`config.mk`:
```
export PLATFORM = sky130hd
export DESIGN_NAME = sync_fifo
export DESIGN_NICKNAME = d
export VERILOG_FILES = /design/src/rtl/sync_fifo_pkg.sv /design/src/rtl/sfifo_ram.sv /design/src/rtl/sync_fifo.sv
export SDC_FILE = /design/constraint.sdc
export NUM_CORES = 2
export LEC_CHECK = 0
export ABC_AREA = 1
export BUFFER_PORTS_ARGS = -buffer_cell sky130_fd_sc_hd__buf_2
export CAP_MARGIN = 20
export CORE_MARGIN = 2
export CORE_UTILIZATION = 24
export DETAILED_ROUTE_END_ITERATION = 7
export GPL_TIMING_DRIVEN = 0
export HOLD_SLACK_MARGIN = 0.03
export PLACE_DENSITY = 0.35
export SLEW_MARGIN = 40
export SYNTH_ARGS = -nofsm -noshare
export SYNTH_HDL_FRONTEND = slang
export SYNTH_SLANG_ARGS = --single-unit
export TNS_END_PERCENT = 50
```
`constraint.sdc`:
```
create_clock -name clk -period 2.5 [get_ports clk]
set_input_delay 0.25 -clock clk [delete_from_list [all_inputs] [get_ports clk]]
set_output_delay 0.25 -clock clk [all_outputs]
set_load 0.02 [all_outputs]
```
`src/rtl/sync_fifo_pkg.sv`:
```
// Shared constants and types for the synchronous FIFO.
// DefaultDataWidth / DefaultDepth : default word width and entry count.
// fill_count_t                    : occupancy type for a default-depth FIFO (one bit wider than
//                                   the pointer so that "exactly full" is representable).
package sync_fifo_pkg;

  localparam int unsigned DefaultDataWidth = 8;
  localparam int unsigned DefaultDepth     = 256;

  typedef logic [$clog2(DefaultDepth):0] fill_count_t;

endpackage

```
`src/rtl/sfifo_ram.sv`:
```
// Storage array for sync_fifo: one synchronous write port, one asynchronous read port.
// Contents are never reset.
// Ports:
//   clk_i   : write clock (rising edge)
//   we_i    : write enable
//   waddr_i : write address
//   wdata_i : write data
//   raddr_i : read address
//   rdata_o : read data, combinational from raddr_i
module sfifo_ram #(
  parameter int unsigned DataWidth = 8,
  parameter int unsigned Depth     = 256,
  parameter int unsigned AddrWidth = $clog2(Depth)
) (
  input  logic                 clk_i,
  input  logic                 we_i,
  input  logic [AddrWidth-1:0] waddr_i,
  input  logic [DataWidth-1:0] wdata_i,
  input  logic [AddrWidth-1:0] raddr_i,
  output logic [DataWidth-1:0] rdata_o
);

  logic [DataWidth-1:0] mem_q [Depth];

  always_ff @(posedge clk_i) begin
    if (we_i) begin
      mem_q[waddr_i] <= wdata_i;
    end
  end

  assign rdata_o = mem_q[raddr_i];

endmodule

```
`src/rtl/sync_fifo.sv`:
```
// Single-clock FIFO with registered status flags and one-cycle error pulses.
// Optional feature: define SYNC_FIFO_FWFT_EN for first-word-fall-through output
// (data_out shows the head word combinationally while not empty); otherwise data_out is
// registered on each accepted read and held at all other times.
// Ports:
//   clk          : clock, rising edge
//   rst_n        : synchronous active-low reset
//   flush        : synchronous clear of pointers/count/flags (memory, data_out untouched)
//   w_en, r_en   : write / read requests
//   data_in      : write data
//   data_out     : read data
//   full, empty, almost_full, almost_empty : registered status flags
//   fill_count   : current occupancy
//   write_error  : one-cycle pulse after a write attempted while full
//   read_error   : one-cycle pulse after a read attempted while empty
module sync_fifo
  import sync_fifo_pkg::*;
#(
  parameter int unsigned DATA_WIDTH = DefaultDataWidth,
  parameter int unsigned DEPTH      = DefaultDepth,
  parameter int unsigned PTR_WIDTH  = $clog2(DEPTH),
  parameter int unsigned AFULL_LVL  = DEPTH - 4,
  parameter int unsigned AEMPTY_LVL = 4
) (
  input  logic                  clk,
  input  logic                  rst_n,
  input  logic                  flush,
  input  logic                  w_en,
  input  logic                  r_en,
  input  logic [DATA_WIDTH-1:0] data_in,
  output logic [DATA_WIDTH-1:0] data_out,
  output logic                  full,
  output logic                  empty,
  output logic                  almost_full,
  output logic                  almost_empty,
  output logic [PTR_WIDTH:0]    fill_count,
  output logic                  write_error,
  output logic                  read_error
);

  typedef logic [PTR_WIDTH-1:0] ptr_t;
  typedef logic [PTR_WIDTH:0]   cnt_t;

  localparam ptr_t PtrOne    = ptr_t'(1);
  localparam cnt_t CntOne    = cnt_t'(1);
  localparam cnt_t DepthCnt  = cnt_t'(DEPTH);
  localparam cnt_t AfullCnt  = cnt_t'(AFULL_LVL);
  localparam cnt_t AemptyCnt = cnt_t'(AEMPTY_LVL);

  ptr_t wptr_q, wptr_d, rptr_q, rptr_d;
  cnt_t count_q, count_d;
  logic full_q, empty_q, afull_q, aempty_q, werr_q, rerr_q;
  logic werr_d, rerr_d;
  logic wr_acc, rd_acc;
  logic [DATA_WIDTH-1:0] ram_rdata;

  always_comb begin
    // Acceptance looks only at the registered flags: a same-cycle read never frees space.
    wr_acc  = w_en & ~full_q & ~flush;
    rd_acc  = r_en & ~empty_q & ~flush;
    werr_d  = w_en & full_q & ~flush;
    rerr_d  = r_en & empty_q & ~flush;
    wptr_d  = wptr_q;
    rptr_d  = rptr_q;
    count_d = count_q;
    if (flush) begin
      wptr_d  = '0;
      rptr_d  = '0;
      count_d = '0;
    end else begin
      // Pointers wrap naturally since DEPTH is a power of two.
      if (wr_acc) wptr_d = wptr_q + PtrOne;
      if (rd_acc) rptr_d = rptr_q + PtrOne;
      case ({wr_acc, rd_acc})
        2'b10:   count_d = count_q + CntOne;
        2'b01:   count_d = count_q - CntOne;
        default: count_d = count_q;
      endcase
    end
  end

  always_ff @(posedge clk) begin
    if (!rst_n) begin
      wptr_q   <= '0;
      rptr_q   <= '0;
      count_q  <= '0;
      full_q   <= 1'b0;
      empty_q  <= 1'b1;
      afull_q  <= 1'b0;
      aempty_q <= 1'b1;
      werr_q   <= 1'b0;
      rerr_q   <= 1'b0;
    end else begin
      wptr_q   <= wptr_d;
      rptr_q   <= rptr_d;
      count_q  <= count_d;
      // Flags come from the next-state count so they line up with it, no lag.
      full_q   <= (count_d == DepthCnt);
      empty_q  <= (count_d == '0);
      afull_q  <= (count_d >= AfullCnt);
      aempty_q <= (count_d <= AemptyCnt);
      werr_q   <= werr_d;
      rerr_q   <= rerr_d;
    end
  end

  // Writes are gated by rst_n so an access in a reset cycle is discarded entirely.
  sfifo_ram #(
    .DataWidth(DATA_WIDTH),
    .Depth    (DEPTH),
    .AddrWidth(PTR_WIDTH)
  ) u_ram (
    .clk_i  (clk),
    .we_i   (wr_acc & rst_n),
    .waddr_i(wptr_q),
    .wdata_i(data_in),
    .raddr_i(rptr_q),
    .rdata_o(ram_rdata)
  );

`ifdef SYNC_FIFO_FWFT_EN
  // Head word is visible as soon as the FIFO is non-empty; drive zero while empty.
  assign data_out = empty_q ? '0 : ram_rdata;
`else
  logic [DATA_WIDTH-1:0] dout_q;

  always_ff @(posedge clk) begin
    if (!rst_n) begin
      dout_q <= '0;
    end else if (rd_acc) begin
      dout_q <= ram_rdata;
    end
  end

  assign data_out = dout_q;
`endif

  assign full         = full_q;
  assign empty        = empty_q;
  assign almost_full  = afull_q;
  assign almost_empty = aempty_q;
  assign fill_count   = count_q;
  assign write_error  = werr_q;
  assign read_error   = rerr_q;

endmodule

```
== Word-level counts from Yosys, hierarchy flattened ==
Memories as Yosys holds them, arrays and structs flattened. A register that Yosys moved wholly into a read port is not among the register bits.
Index checks and enable logic that the tools add are counted.
W data, S select, Z words.
Storage, ports and cells
  output and inout port bits: 23
  RAM bits: 2048
  memories: 1
  logic and storage cells: 39
  register bits: 31
  bits of input ports: 13
Memories
  u_ram.mem_q: words 256, width 8, read ports 1, clocked after Yosys merged registers in 1, write ports 1, line sfifo_ram.sv:23  | logic [DataWidth-1:0] mem_q [Depth];
Cells by class
  bitwise logic cells: 13
  order comparisons: 2
  multiplexer cells: 4
  reductions and logical operators: 3
  equal/unequal tests: 3
  add/subtract/negate cells: 4
Operator list (count)
  $pmux W9 S2: 1
  $add A8 B1 Y8 const B: 2
  $add A9 B1 Y9 const B: 1
  $and A1 B1 Y1: 9
  $eq A9 B9 Y1 const B: 1
  $ge A9 B8 Y1 const B: 1
  $le A9 B3 Y1 const B: 1
  $logic_not A9 Y1: 1
  $mux W9: 1
  $sub A9 B1 Y9 const B: 1
  $not A1 Y1: 4
  $eq A2 B1 Y1 const B: 1
  $eq A2 B2 Y1 const B: 1
  $mux W1: 2
  $reduce_or A2 Y1: 1
  $logic_not A1 Y1: 1

== Longest topological paths before layout ==
  depth after elaboration: 7
  depth in mapped cells: 20
  mapped depth without buffers: 19

== By module ==
Synthesis repeated with hierarchy kept, for this count alone.
Second synthesis, totals
  cells, all modules: 7307
  area, all modules: 85335.6 um^2
By module, submodules not included
  sfifo_ram: sequential area each 61499.0 um^2, area each 83236.1 um^2, instances 1, cells an instance 6995
  sync_fifo: sequential area each 780.7 um^2, area each 2099.5 um^2, instances 1, cells an instance 312

== Worst setup path before layout ==
No wires, ideal clock.
  path kind: register -> register
  start: register empty_q (netlist: empty)
  end: register aempty_q (netlist: almost_empty)
  clock period less this slack: 2.490 ns
  path buffers: 3
  cell stages (with the launch flop): 15
  arrival: 2.364 ns
  required time: 2.374 ns
  slack: 0.010 ns
  library setup time: 0.126 ns
  cell sequence: dfxtp_1 -> inv_1 -> nand2_1 -> nor2_2 -> buf_4 -> buf_2 -> ha_1 -> clkbuf_1 -> inv_1 -> o21ai_0 -> nor2_1 -> nand3_1 -> nand2_1 -> nand2_1 -> nand2_1
On the way
  cells in the longest elaborated chain, start to end: 7
  elaborated cells between the ends (all ways): 8
  those cells by class: order compare: 1; eq/ne: 2; mux: 2; bitwise: 3
RTL lines
  start: declaration: line sync_fifo.sv:52  | logic full_q, empty_q, afull_q, aempty_q, werr_q, rerr_q;
  start signal: assignment: line sync_fifo.sv:99  | empty_q <= (count_d == '0);
  $not A1 Y1 *: line sync_fifo.sv:60  | rd_acc = r_en & ~empty_q & ~flush;
  $and A1 B1 Y1 * (2 in a row): line sync_fifo.sv:60
  $eq A2 B1 Y1 / $eq A2 B2 Y1 (equally long branches): line sync_fifo.sv:74  | case ({wr_acc, rd_acc})
  $pmux W9 S2 *: line sync_fifo.sv:74
  $mux W9 *: line sync_fifo.sv:66  | if (flush) begin
  $le A9 B3 Y1 *: line sync_fifo.sv:101  | aempty_q <= (count_d <= AemptyCnt);
  end signal: assignment: line sync_fifo.sv:101
  end: declaration: line sync_fifo.sv:52
Mark *: on every way between the ends. The rest lies on a longest branch, timed or not.
A chain may end at the register's enable or synchronous reset.

==> impl_metrics.csv <==
group,metric,value,unit
global_routing,grt_pass1_vias,59700,
pwr,leakagePower,37.1,nW
hold_path,hold_path_class,"input pin to flop",
yosys,avgSynthCellArea,12.1,um2
drt,drt-total-wl,520,mm
critical_path,critical_path_class,"flop to flop",
floorplan,fp.dieH,598,um
layout,area_overhead_vs_synth,31.6,%
critical_path,crit-reg2reg-capture,"data_out[3]$_SDFFE_PN0P_",
sta,grt_setup_unrepaired,"yes",
global_routing,grt_util_all_layers,28.1,%
layout,postLayoutCoreUtil,31.7,%
sta,final_hold_viol_count,0,
drt,drt_drc_violations_left,0,
critical_path,crit-reg2reg-launch,"rptr_q[0]$_SDFFE_PP0P_",
placed_design,detailedPlace.worstSlack,-2.06,ns
yosys,synth.yosys.seq_area_share,73.4,%
critical_path,crit_path_end_kind,"flop",
layout,final_area,112000,um2
clock_tree,cts_inserted_buffers,237,
yosys,synth_edf_count,2048,
flow_run,cap_violations,0,
global_routing,largest_net_degree_at_the_start_of_global_routing,80,
drt,routed_wire_length_per_instance,41.2,um
yosys,synth_seq_cells,2087,
clock_tree,cts_num_sinks,2087,
yosys,synth_async_sr_flop_share,0,%
sta,maxClockFrequency,324,MHz
critical_path,max_stage_delay,0.59,ns
global_routing,wire_length_of_the_first_global_routing_pass,649,mm
global_routing,overflow,0,
yosys,post_synth_inst_count,7014,
drt,dr.pass1.iters,6,
layout,fin_nets,7691,
layout,layout_commonest_cell,"sky130_fd_sc_hd__edfxtp_1",
placed_design,port-buffer-count,35,
critical_path,critical-path-slowest-cell,"sky130_fd_sc_hd__o21ai_0",
drt,antenna_left,0,
layout,multi_input_logic_area,23200,um2
placed_design,gp_congestion,0.972,
clock_tree,cts_tree,"built",
outcome,violations_in_the_final_reports,"negative setup slack",
critical_path,path_cells,"buf_12, buf_4, clkbuf_2, o21ai_0, o22ai_1, o211ai_1, nand2_1, nand3_1, nand2_1, nand3_1, nand3_1, nand2_1, inv_1",
floorplan,initial_core_util,24.1,%
clock_tree,worst_skew_pair.late_latency,0.97,ns
floorplan,die_w,598,um
layout,final_cell_mix,"sky130_fd_sc_hd__edfxtp_1, sky130_fd_sc_hd__nor2_1, sky130_fd_sc_hd__o21ai_0, sky130_fd_sc_hd__nand2_1, sky130_fd_sc_hd__clkbuf_16",
placed_design,dp_hpwl,366,mm
sta,fin_worst_skew,0.0628,ns
clock_tree,ctsLongestPathBuffers,4,
floorplan,io_pins,36,
clock_tree,depth_of_the_cts_h_tree,4,
drt,routed-via-count,66400,
yosys,synth.cell_area,84800,um2
clock_tree,ctsRootBufferMaster,"sky130_fd_sc_hd__clkbuf_16",
critical_path,path_max_fanout,10,
yosys,ys_warn_count,0,
floorplan,floorplan.die_area,358000,um2
sta,slew_headroom,41.8,%
yosys,synth.net_count,7034,
layout,final.fill_count,35400,
outcome,run_status,"finished with violations",
pwr,cellPowerDensity,716,nW/um2
sta,setup_viol,206,
placed_design,placed_cells_incl_taps,11900,
drt,via_count_normalized_by_instance_count,5.26,
critical_path,critical_path_arrival,3.93,ns
sta,slew_violations,0,
pwr,totalPowerFinal,80.0,mW
critical_path,setup.worst_path.end,"data_out[3]$_SDFFE_PN0P_",
drt,detailedRoute.firstIterationViolations,10300,
critical_path,cp_top_family,"compound AO/OA/AOI/OAI gates",
critical_path,critical_path_buf_inv_count,4,
global_routing,antenna_found_initial,104,
critical_path,r2r_cells,13,
critical_path,crit_required,3.35,ns
floorplan,placement_rows,218,
layout,finalNonFillerCells,12600,
critical_path,worstSetupStartpointType,"flop",
yosys,synth_ff_type,"sky130_fd_sc_hd__edfxtp_1",
layout,fraction_of_layout_cells_with_a_size_suffix_above_1,23.1,%
sta,final.min_clock_period,3.08,ns
sta,post-route-worst-setup-slack,-0.584,ns
sta,timing.final.crit_share,123,%
critical_path,worstSetupPathDepth,13,
floorplan,fp.coreArea,352000,um2
critical_path,setup.reg_to_reg.worst_slack,-0.58,ns
layout,ff_latch_area,62300,um2
pwr,power.ir.vdd_worst,639,uV
yosys,synth_cell_types,39,
sta,max_slew.worst_pin.slew,0.873,ns
clock_tree,cts.reportedPaths.clkPinSlew,0.06,ns
critical_path,setup.worst_path.start,"rptr_q[0]$_SDFFE_PP0P_",
placed_design,placedInstanceArea,94300,um2
[repair_timing]
item / 4_1_cts / 5_1_grt
gates cloned: 3 / 12
pin swaps: 138 / 151
endpoints found under the hold margin: 808 / 0
resized for setup: 970 / 353
buffers inserted: 166 / 109
setup endpoints to repair: 1999 / 1945
hold buffers: 15 / 0
[logic make-up after synthesis]
kind of cell	after synthesis	share of synthesized area, %
AND/OR/NAND/NOR	2656	12.3
flip-flops	2087	73.4
XOR/XNOR	4	0.0413
adder cells (fa/ha/maj)	7	0.103
AO/OA/AOI/OAI	1620	10.5
buffers and inverters	640	3.61
[flip-flops by register name, indices dropped and copies added (netlist names)]
| register | flops |
|---|---|
| write_error | 1 |
| u_ram.mem_q | 2048 |
| almost_full | 1 |
| wptr_q | 8 |
| full | 1 |
| fill_count | 9 |
| almost_empty | 1 |
| data_out | 8 |
| read_error | 1 |
| empty | 1 |
| rptr_q | 8 |
[where the power goes]
part / switching, mW / internal [mW] / leakage [nW] / total [mW]
Sequential: 0.0505 / 38.4 / 18.7 / 38.5
Clock: 15.6 / 20.3 / 3.74 / 35.9
Combinational: 4.18 / 1.43 / 14.6 / 5.61
[cell type report]
class | count | area share (%)
Antenna cell | 29 | 0.0650
Buffer | 470 | 4.61
Timing Repair Buffer | 421 | 6.01
Inverter | 167 | 0.585
Clock inverter | 143 | 1.26
Tap cell | 4730 | 5.30
Multi-Input combinational cell | 4287 | 20.8
Clock buffer | 291 | 5.58
Sequential cell | 2087 | 55.8
[tightest hold or removal path, stage by stage]
cell                            delay (ns)
sky130_fd_sc_hd__buf_2                0.08
sky130_fd_sc_hd__dlygate4sd3_1        0.60
sky130_fd_sc_hd__inv_2                0.11
sky130_fd_sc_hd__nor2_1               0.10
[cell usage after synthesis (6+ instances only)]
cell                          n  share of area, %
sky130_fd_sc_hd__a21oi_1    110              0.65
sky130_fd_sc_hd__a31oi_1      7             0.052
sky130_fd_sc_hd__buf_1       18             0.080
sky130_fd_sc_hd__buf_2      142              0.84
sky130_fd_sc_hd__buf_4       53              0.47
sky130_fd_sc_hd__buf_6       37              0.49
sky130_fd_sc_hd__clkbuf_1   223              0.99
sky130_fd_sc_hd__dfxtp_1     39              0.92
sky130_fd_sc_hd__edfxtp_1  2048                73
sky130_fd_sc_hd__ha_1         7              0.10
sky130_fd_sc_hd__inv_1      159              0.70
sky130_fd_sc_hd__nand2_1    601               2.7
sky130_fd_sc_hd__nand3_1    288               1.7
sky130_fd_sc_hd__nor2_1    1738               7.7
sky130_fd_sc_hd__nor3_1      10             0.059
sky130_fd_sc_hd__o211ai_1   244               2.2
sky130_fd_sc_hd__o21a_1       9             0.080
sky130_fd_sc_hd__o21ai_0   1051               6.2
sky130_fd_sc_hd__o21ai_1     67              0.40
sky130_fd_sc_hd__o221ai_1     6             0.062
sky130_fd_sc_hd__o22ai_1    122              0.90
[worst min path at each step]
| stage | from | to | slack (ns) | cells after the start |
|---|---|---|---|---|
| floorplan | data_in[0] | u_ram.mem_q[0][0]$_DFFE_PP_ | 0.35 | 0 |
| global placement | full$_SDFF_PN0_ | write_error$_SDFF_PN0_ | 0.46 | 2 |
| detailed placement | full$_SDFF_PN0_ | write_error$_SDFF_PN0_ | 0.45 | 2 |
| CTS | rst_n | data_out[7]$_SDFFE_PN0P_ | 0.14 | 5 |
| global route | rst_n | fill_count[6]$_SDFF_PN0_ | 0.19 | 4 |
| finish | rst_n | fill_count[6]$_SDFF_PN0_ | 0.20 | 4 |
[stage by stage]
step	hold WS, ns	TNS, ns
after detailed placement	0.454	-3195.69
after CTS	0.143	-198.87
after global routing	0.193	-11.87
after floorplan	0.349	0
after global placement	0.457	-
final	0.202	-10.33
[layer usage]
metal | GRT usage [%] | wire [um] | vias to the layer above | share of wire [%]
li1 | - | - | 26600 | -
met1 | 38.0 | 211000 | 34600 | 41
met2 | 41.8 | 222000 | 4214 | 43
met3 | 5.69 | 50300 | 891 | 9.7
met4 | 15.7 | 36200 | 20 | 7.0
met5 | 0 | 362 | - | 0.070
Power figures use the tool's default switching activity.
